[src/rtl/pingpong_filler_if.sv]
// Handshake/bus bundle between the JTAG shift path, the ping-pong buffer port B
// and the consumer-side swap control.
interface pingpong_filler_if #(
    parameter int bitwidth    = 32,
    parameter int nrOfEntries = 512
);
    localparam int AW = $clog2(nrOfEntries);

    logic                shiftEnable;
    logic                dataBit;
    logic                flush;
    logic                consumerReady;
    logic [AW-1:0]       addressB;
    logic [bitwidth-1:0] dataInB;
    logic                writeEnableB;
    logic                switch;
    logic [AW:0]         validWords;
    logic                busy;
    logic                overflow;

    modport master (
        output shiftEnable, dataBit, flush, consumerReady,
        input  addressB, dataInB, writeEnableB, switch, validWords, busy, overflow
    );

    modport slave (
        input  shiftEnable, dataBit, flush, consumerReady,
        output addressB, dataInB, writeEnableB, switch, validWords, busy, overflow
    );
endinterface

[src/rtl/pingpong_filler.sv]
// Assembles a serial bit stream LSB-first into words, writes them into one half of a
// ping-pong buffer, and hands the half over to the consumer when full or flushed.
module pingpong_filler #(
    parameter int bitwidth    = 32,
    parameter int nrOfEntries = 512
) (
    input  logic              clock,
    input  logic              reset,
    pingpong_filler_if.slave  bus
);
    localparam int AW  = $clog2(nrOfEntries);
    localparam int BCW = $clog2(bitwidth);
    localparam logic [AW:0]  LAST_IDX = (AW+1)'(nrOfEntries - 1);
    localparam logic [BCW:0] FULL_BITS = (BCW+1)'(bitwidth);

    typedef enum logic {COLLECT, SWITCH_WAIT} state_t;

    state_t              state_q, state_d;
    logic [bitwidth-1:0] shreg_q, shreg_d;
    logic [BCW-1:0]      bitcnt_q, bitcnt_d;
    logic [AW:0]         widx_q, widx_d;
    logic [AW-1:0]       addr_q, addr_d;
    logic [bitwidth-1:0] data_q, data_d;
    logic                we_q, we_d;
    logic                sw_q, sw_d;
    logic [AW:0]         vw_q, vw_d;
    logic                busy_q, busy_d;
    logic                ovf_q, ovf_d;

    logic [bitwidth-1:0] word_w;
    logic [BCW:0]        nbits;

    always_comb begin
        state_d  = state_q;
        shreg_d  = shreg_q;
        bitcnt_d = bitcnt_q;
        widx_d   = widx_q;
        addr_d   = addr_q;
        data_d   = data_q;
        we_d     = 1'b0;
        sw_d     = 1'b0;
        vw_d     = vw_q;
        busy_d   = busy_q;
        ovf_d    = ovf_q;
        word_w   = shreg_q;
        nbits    = {1'b0, bitcnt_q};

        unique case (state_q)
            COLLECT: begin
                // A coincident bit is absorbed before flush is considered.
                if (bus.shiftEnable) begin
                    word_w[bitcnt_q] = bus.dataBit;
                    nbits            = nbits + 1'b1;
                end
                if (nbits == FULL_BITS || (bus.flush && nbits != '0)) begin
                    we_d     = 1'b1;
                    addr_d   = widx_q[AW-1:0];
                    data_d   = word_w;
                    widx_d   = widx_q + 1'b1;
                    shreg_d  = '0;
                    bitcnt_d = '0;
                    if (bus.flush || widx_q == LAST_IDX) begin
                        state_d = SWITCH_WAIT;
                        busy_d  = 1'b1;
                    end
                end else begin
                    shreg_d  = word_w;
                    bitcnt_d = nbits[BCW-1:0];
                    if (bus.flush && widx_q != '0) begin
                        state_d = SWITCH_WAIT;
                        busy_d  = 1'b1;
                    end
                end
            end
            SWITCH_WAIT: begin
                // The half is closed; anything shifted now has nowhere to go.
                if (bus.shiftEnable) ovf_d = 1'b1;
                if (bus.consumerReady) begin
                    sw_d     = 1'b1;
                    vw_d     = widx_q;
                    widx_d   = '0;
                    bitcnt_d = '0;
                    shreg_d  = '0;
                    state_d  = COLLECT;
                    busy_d   = 1'b0;
                end
            end
            default: state_d = COLLECT;
        endcase
    end

    always_ff @(posedge clock) begin
        if (reset) begin
            state_q  <= COLLECT;
            shreg_q  <= '0;
            bitcnt_q <= '0;
            widx_q   <= '0;
            addr_q   <= '0;
            data_q   <= '0;
            we_q     <= 1'b0;
            sw_q     <= 1'b0;
            vw_q     <= '0;
            busy_q   <= 1'b0;
            ovf_q    <= 1'b0;
        end else begin
            state_q  <= state_d;
            shreg_q  <= shreg_d;
            bitcnt_q <= bitcnt_d;
            widx_q   <= widx_d;
            addr_q   <= addr_d;
            data_q   <= data_d;
            we_q     <= we_d;
            sw_q     <= sw_d;
            vw_q     <= vw_d;
            busy_q   <= busy_d;
            ovf_q    <= ovf_d;
        end
    end

    assign bus.addressB     = addr_q;
    assign bus.dataInB      = data_q;
    assign bus.writeEnableB = we_q;
    assign bus.switch       = sw_q;
    assign bus.validWords   = vw_q;
    assign bus.busy         = busy_q;
    assign bus.overflow     = ovf_q;
endmodule

[src/flat_wrapper.sv]
// flat-port wrapper written by rule: the top's interface ports become plain ports
module pingpong_filler_flat 
#(
    parameter int bitwidth    = 32,
    parameter int nrOfEntries = 512
)
  (clock, reset, bus_shiftEnable, bus_dataBit, bus_flush, bus_consumerReady, bus_addressB, bus_dataInB, bus_writeEnableB, bus_switch, bus_validWords, bus_busy, bus_overflow);
  pingpong_filler_if #(.bitwidth(bitwidth), .nrOfEntries(nrOfEntries)) bus_i ();
  input  logic clock;
  input  logic reset;
  input wire logic [$bits(bus_i.shiftEnable)-1:0] bus_shiftEnable;
  input wire logic [$bits(bus_i.dataBit)-1:0] bus_dataBit;
  input wire logic [$bits(bus_i.flush)-1:0] bus_flush;
  input wire logic [$bits(bus_i.consumerReady)-1:0] bus_consumerReady;
  output wire logic [$bits(bus_i.addressB)-1:0] bus_addressB;
  output wire logic [$bits(bus_i.dataInB)-1:0] bus_dataInB;
  output wire logic [$bits(bus_i.writeEnableB)-1:0] bus_writeEnableB;
  output wire logic [$bits(bus_i.switch)-1:0] bus_switch;
  output wire logic [$bits(bus_i.validWords)-1:0] bus_validWords;
  output wire logic [$bits(bus_i.busy)-1:0] bus_busy;
  output wire logic [$bits(bus_i.overflow)-1:0] bus_overflow;
  assign bus_i.shiftEnable = bus_shiftEnable;
  assign bus_i.dataBit = bus_dataBit;
  assign bus_i.flush = bus_flush;
  assign bus_i.consumerReady = bus_consumerReady;
  assign bus_addressB = bus_i.addressB;
  assign bus_dataInB = bus_i.dataInB;
  assign bus_writeEnableB = bus_i.writeEnableB;
  assign bus_switch = bus_i.switch;
  assign bus_validWords = bus_i.validWords;
  assign bus_busy = bus_i.busy;
  assign bus_overflow = bus_i.overflow;
  pingpong_filler #(.bitwidth(bitwidth), .nrOfEntries(nrOfEntries)) u_core (.clock(clock), .reset(reset), .bus(bus_i));
endmodule
[config.mk]
export PLATFORM = sky130hd
export DESIGN_NAME = pingpong_filler_flat
export DESIGN_NICKNAME = d
export VERILOG_FILES = /design/src/rtl/pingpong_filler_if.sv /design/src/rtl/pingpong_filler.sv /design/src/flat_wrapper.sv
export SDC_FILE = /design/constraint.sdc
export NUM_CORES = 1
export LEC_CHECK = 0
export CAP_MARGIN = 20
export CORE_ASPECT_RATIO = 0.8
export CORE_MARGIN = 2
export CORE_UTILIZATION = 55
export CTS_BUF_LIST = sky130_fd_sc_hd__clkbuf_8
export CTS_CLUSTER_SIZE = 14
export DETAILED_ROUTE_END_ITERATION = 8
export PLACE_DENSITY = 0.76
export SLEW_MARGIN = 20
export SYNTH_ARGS = -nofsm -noshare
export SYNTH_HDL_FRONTEND = slang
export SYNTH_SLANG_ARGS = --single-unit
[constraint.sdc]
create_clock -name clock -period 5.2 [get_ports clock]
set_input_delay 1.3 -clock clock [delete_from_list [all_inputs] [get_ports clock]]
set_output_delay 1.3 -clock clock [all_outputs]
set_load 0.005 [all_outputs]
==> summary.md, run 1 <==
| Metric | Value |
|---|---|
| Count of final setup violators | 0 |
| Post-route ant nets | 0 |
| Total gr overflow | 0 |
| IO Port Bufs | 60 |
| Crit Path Class | in -> reg |
| Largest net degree at the start of global routing | 98 |
| Setup Buffers After CTS | 0 |
| Post-synth EDFFs | 0 |
| Core Region | 8920 um2 |
| Post-Syn Area | 4970 um2 |
| Die Wd | 110 um |
| HP Start | u_core.bus.validWords[8] |
| Mapped Cells | 596 |
| Post_cts resized | 0 |
| Buffer depth of the longest clock path | 2 |
| Drt initial violations | 411 |
| RSZ-0062 raised after global routing | false |
| Routability Congestion | 0.919 |
| FMAX | 0.232 GHz |
| Nets | 628 |
| Slew @ Worst Pin | 1.05 ns |
| Power Density | 292 nW/um2 |
| Hold buffers post-CTS | 0 |
| Final min period | 4.31 ns |
| Final worst-path cycle share | 82.9% |
| Critical Path Start | bus_shiftEnable |
| Via density | 6.25 |
| First-pass GRT wire length | 20.3 mm |
| Initial antenna violation count | 0 |
| CTS Buf Count | 9 |
| Row cnt | 31 |
| Crit-path max cell delay | 0.82 ns |
| Relative slew slack | 29.6% |
| Max VDD drop | 0.207 mV |
| FF+latch count, synth | 103 |
| Avg Cell Area, Syn | 8.35 um2 |
| Critical path's top delay family | buffers and inverters |
| Reg-to-Reg Start | u_core.bitcnt_q[2] |
| Commonest cells after routing, fill and taps aside | dfxtp_1 (103), nor3_1 (70), clkdlybuf4s50_1 (59), nor2_1 (57), a21oi_1 (56) |
| Setup Skew | 0.00882 ns |
| Slowest CP cell | clkdlybuf4s50_1 |
| Die ar. | 9830 um2 |
| Clock root cell | clkbuf_8 |
| Top FF cell, synth | dfxtp_1 |
| Seq/Total Area, Yosys | 41.4% |
| Drt drc | 0 |
| Critical path launch point type | input pin |
| Initial Util | 55.8% |
| Post-synth cell types | 55 |
| Critical path required time | 5.48 ns |
| Worst Path Buf+Inv | 2 |
| Tot Pwr | 1.68 mW |
| Share of cells above drive strength 1 | 11.3% |
| Num ports | 61 |
| Setup TNS | 0 ns |
| H-tree levels | 3 |
| Critical Path, Cell by Cell | clkdlybuf4s50_1 > nand2_1 > o22a_1 > o21a_1 > buf_4 > nor3_1 > nor3_1 |
| Syn nets | 608 |
| Cell leakage power | 1.97 nW |
| Worst path most repeated cell | nor3_1 |
| CP Max Fanout | 26 |
| Commonest non-fill, non-tap cell in the layout | dfxtp_1 |
| Synth warnings | 0 |
| Status | finished clean |
| Area Overhead vs Synth | 15.6% |
| CTS tree | built |
| Vias in the first global route | 4,079 |
| Routed WL per cell | 17.0 um |
| Final Max Slew Viols | 0 |
| Min-Delay Path Class | reg -> reg |
| Critical Path AT | 4.59 ns |
| Vias after detailed routing | 4,601 |
| Fraction of registers with async set or reset after synthesis | 0% |
| Clock Latency Late Sink | 0.38 ns |
| CP Capture Type | flop |
| Max_cap viols | 0 |
| Drt first pass iters | 5 |
| Final WL | 12.5 mm |
| Clock sinks | 103 |
| Total track usage | 26.3% |
| Pre-CTS setup slack | 0.564 ns |
| Worst-path clk slew | 0.10 ns |
| Final setup margin | 0.891 ns |
| Final HPWL DP | 8.19 mm |
| Inserted Diodes | 0 |
| Die Height | 89.1 um |
| Endpoints failing hold | 0 |
-- power by group --
group	total [mW]	internal [mW]	switching, mW
combinational	0.266	0.116	0.150
clock	0.559	0.283	0.277
sequential	0.856	0.825	0.0306
total	1.68	1.22	0.457
-- through the flow --
step	hold slack, ns	cell area, um2	util (%)	std cells
2_1_floorplan	0.448	4970	-	596
3_3_place_gp	0.444	5520	61.9	720
3_5_place_dp	0.446	5520	61.9	720
4_1_cts	0.458	5750	64.4	736
5_1_grt	0.484	5750	64.5	736
6_report	0.457	5750	64.5	736
-- sequential cells by signal, indices dropped and copies added (netlist names) --
| name | cells |
|---|---|
| u_core.bitcnt_q | 5 |
| u_core.bus.dataInB | 32 |
| u_core.bus.switch | 1 |
| u_core.shreg_q | 32 |
| u_core.widx_q | 10 |
| u_core.bus.busy | 1 |
| u_core.bus.validWords | 10 |
| u_core.state_q | 1 |
| u_core.bus.overflow | 1 |
| u_core.bus.writeEnableB | 1 |
| u_core.bus.addressB | 9 |
-- cells by family after synthesis --
family / Yosys count / synth area share [%]
flops: 103 / 41.4
fa+ha+maj: 6 / 1.51
buf+inv: 68 / 6.14
xor+xnor: 3 / 0.679
mux: 32 / 7.22
simple gates: 247 / 24.7
compound gates: 137 / 18.3
-- area by class of cell --
type | count | area (um2)
fillers | 774 | 3170
multi-input cells | 425 | 2630
flip-flops and latches | 103 | 2060
repair buffers | 70 | 671
well taps | 115 | 144
clock buffers | 10 | 138
clock inverters | 6 | 85.1
inverters | 7 | 26.3
-- metal layers --
metal	up-vias	track usage, %	share of wire (%)
li1	2227	-	-
met1	2212	38.6	48
met2	148	38.7	44
met3	14	6.49	6.6
met4	0	7.16	0.91
met5	-	0	0
-- cells in the mapped netlist (7+ instances only) --
cell type / instances / share of area (%)
dfxtp_1: 103 / 41
nor3_1: 70 / 7.0
nor2_1: 59 / 4.5
a21oi_1: 56 / 5.6
clkbuf_1: 39 / 2.9
nand2_1: 38 / 2.9
a32oi_1: 35 / 6.2
nand3_1: 34 / 3.4
mux2_2: 31 / 7.0
buf_2: 15 / 1.5
o21ai_0: 13 / 1.3
nor4_1: 8 / 1.0
nand4_1: 7 / 0.88
o21ai_1: 7 / 0.70
-- tightest hold or removal path, cell delays in order (launching register included) --
cell and delay (ns):
dfxtp_1 0.32, nand2_1 0.05, a21oi_1 0.05
-- worst paths after layout --
path              slack (ns)  depth (start not counted)                       end
setup reg to reg        2.14                          6     u_core.bus.dataInB[3]
setup / recovery        0.89                          7     u_core.bus.dataInB[3]
hold reg to reg         0.46                          2  u_core.bus.validWords[8]
hold / removal          0.46                          2  u_core.bus.validWords[8]
Note: power is estimated with default switching activity, not from simulation.
==> run 2, diff against run 1 <==
- CORE_UTILIZATION: 55 -> 52
- PLACE_DENSITY: 0.76 -> 0.75
- clock period: 5.2 -> 3.86 ns (I/O delays scaled with it)
==> summary.md, run 2 (same netlist as run 1, synthesis figures left out) <==
| Metric | Value |
|---|---|
| RSZ-0062 raised after global routing | false (unchanged) |
| Final min period | 3.08 ns |
| Final WL | 12.6 mm (was 12.5 mm) |
| Critical path required time | 4.14 ns (was 5.48 ns) |
| Cell leakage power | 1.97 nW (about the same) |
| Final HPWL DP | 7.98 mm (was 8.19 mm) |
| Final Max Slew Viols | 0 (unchanged) |
| First-pass GRT wire length | 21.1 mm (was 20.3 mm) |
| Initial antenna violation count | 0 (unchanged) |
| IO Port Bufs | 60 (unchanged) |
| Total track usage | 24.8% (was 26.3%) |
| Crit-path max cell delay | 0.61 ns (was 0.82 ns) |
| Setup Skew | 0.0167 ns (was 0.00882 ns) |
| Die ar. | 10,400 um2 (was 9830 um2) |
| Via density | 6.22 (was 6.25) |
| Power Density | 379 nW/um2 (was 292 nW/um2) |
| Die Wd | 113 um (was 110 um) |
| H-tree levels | 3 (unchanged) |
| Post-route ant nets | 0 (unchanged) |
| Worst-path clk slew | 0.09 ns (was 0.10 ns) |
| CP Capture Type | flop (unchanged) |
| Min-Delay Path Class | reg -> reg (unchanged) |
| Routed WL per cell | 17.0 um (about the same) |
| Status | finished clean (unchanged) |
| FMAX | 0.325 GHz |
| Critical path launch point type | input pin (unchanged) |
| Nets | 631 (was 628) |
| Endpoints failing hold | 0 (unchanged) |
| Finished Cell Area | 5750 um2 (about the same) |
| Inserted Diodes | 0 (unchanged) |
| Critical Path AT | 3.36 ns (was 4.59 ns) |
| Final setup margin | 0.780 ns (was 0.891 ns) |
| Vias after detailed routing | 4,588 (was 4,601) |
| Routability Congestion | 0.868 (was 0.919) |
| Slowest CP cell | clkdlybuf4s50_1 (unchanged) |
| Slew @ Worst Pin | 1.07 ns (was 1.05 ns) |
| Share of cells above drive strength 1 | 11.6% (was 11.3%) |
| Die Height | 91.5 um (was 89.1 um) |
| Clock Latency Late Sink | 0.37 ns (was 0.38 ns) |
| Max_cap viols | 0 (unchanged) |
| Area Overhead vs Synth | 15.5% (was 15.6%) |
| Core Region | 9190 um2 (was 8920 um2) |
| Setup TNS | 0 ns (unchanged) |
| Post_cts resized | 0 (unchanged) |
| Clock sinks | 103 (unchanged) |
| Final worst-path cycle share | 79.8% |
| Drt drc | 0 (unchanged) |
| Worst Path Buf+Inv | 3 (was 2) |
| Count of final setup violators | 0 (unchanged) |
| Pre-CTS setup slack | 0.405 ns (was 0.564 ns) |
| Largest net degree at the start of global routing | 99 (was 98) |
| Dpl cell area | 5560 um2 (was 5520 um2) |
| Tot Pwr | 2.18 mW (was 1.68 mW) |
| Drt initial violations | 405 (was 411) |
| Drt first pass iters | 5 (unchanged) |
| Buffer depth of the longest clock path | 2 (unchanged) |
| Clock root cell | clkbuf_8 (unchanged) |
| Critical Path, Cell by Cell | clkdlybuf4s50_1 > buf_4 > and4_1 > o22a_1 > o21a_1 > buf_4 > nor3_1 > nor3_1 (was clkdlybuf4s50_1 > nand2_1 > o22a_1 > o21a_1 > buf_4 > nor3_1 > nor3_1) |
| Hold buffers post-CTS | 0 (unchanged) |
| CTS Buf Count | 9 (unchanged) |
| Commonest cells after routing, fill and taps aside | dfxtp_1 (103), nor3_1 (70), clkdlybuf4s50_1 (59), nor2_1 (57), a21oi_1 (56) (unchanged) |
| Initial Util | 54.1% (was 55.8%) |
| Setup Buffers After CTS | 0 (unchanged) |
| CTS tree | built (unchanged) |
| Vias in the first global route | 4,234 (was 4,079) |
| Max VDD drop | 0.223 mV (was 0.207 mV) |
| Commonest non-fill, non-tap cell in the layout | dfxtp_1 (unchanged) |
| CP Max Fanout | 14 (was 26) |
| Row cnt | 31 (unchanged) |
| Fill cell count | 816 (was 774) |
| Relative slew slack | 28.2% (was 29.6%) |
| Crit Path Class | in -> reg (unchanged) |
| Total gr overflow | 0 (unchanged) |
| Critical path's top delay family | buffers and inverters (unchanged) |
| Num ports | 61 (unchanged) |
## run 2: report_power, final
part	internal [mW]	leakage, nW	total, mW	switching [mW]
Sequential	1.11	0.836	1.15	0.0413
Combinational	0.158	1.04	0.358	0.201
Clock	0.295	0.0965	0.664	0.369
## run 2: worst paths after layout
| kind | cells after the start | slack, ns | start | endpoint |
|---|---|---|---|---|
| max | 8 | 0.78 | bus_shiftEnable | u_core.bus.dataInB[12] |
| min | 2 | 0.46 | u_core.bus.validWords[5] | u_core.bus.validWords[5] |
| max reg2reg | 8 | 1.21 | u_core.bitcnt_q[1] | u_core.widx_q[9] |
| min reg2reg | 2 | 0.46 | u_core.bus.validWords[5] | u_core.bus.validWords[5] |
## run 2: area by class of cell
| type | count | area, um2 | share of cell area [%] |
|---|---|---|---|
| clock buffer | 9 | 124 | 2.16 |
| timing repair buffer | 73 | 706 | 12.3 |
| multi-input combinational | 425 | 2620 | 45.6 |
| tap | 115 | 144 | 2.50 |
| inverter | 7 | 26.3 | 0.457 |
| sequential | 103 | 2060 | 35.9 |
| clock inverter | 6 | 63.8 | 1.11 |
## run 2: through the flow
| stage | instances | hold slack (ns) | util (%) |
|---|---|---|---|
| 2_1_floorplan | 596 | 0.448 | - |
| 3_3_place_gp | 723 | 0.445 | 60.5 |
| 3_5_place_dp | 723 | 0.446 | 60.5 |
| 4_1_cts | 738 | 0.458 | 62.5 |
| 5_1_grt | 738 | 0.484 | 62.5 |
| 6_report | 738 | 0.456 | 62.5 |
## run 2: worst min-delay path, cell delays in order (launching register included)
cell,delay (ns)
dfxtp_1,0.32
nand2_1,0.05
a21oi_1,0.05
## run 2: routing by layer
layer | wire length, um | track usage (%) | part of all wire [%] | vias up
li1 | - | - | - | 2245
met1 | 5930 | 36.0 | 47 | 2152
met2 | 5560 | 37.6 | 44 | 169
met3 | 889 | 4.81 | 7.1 | 22
met4 | 184 | 6.50 | 1.5 | 0
met5 | 0 | 0 | 0 | -
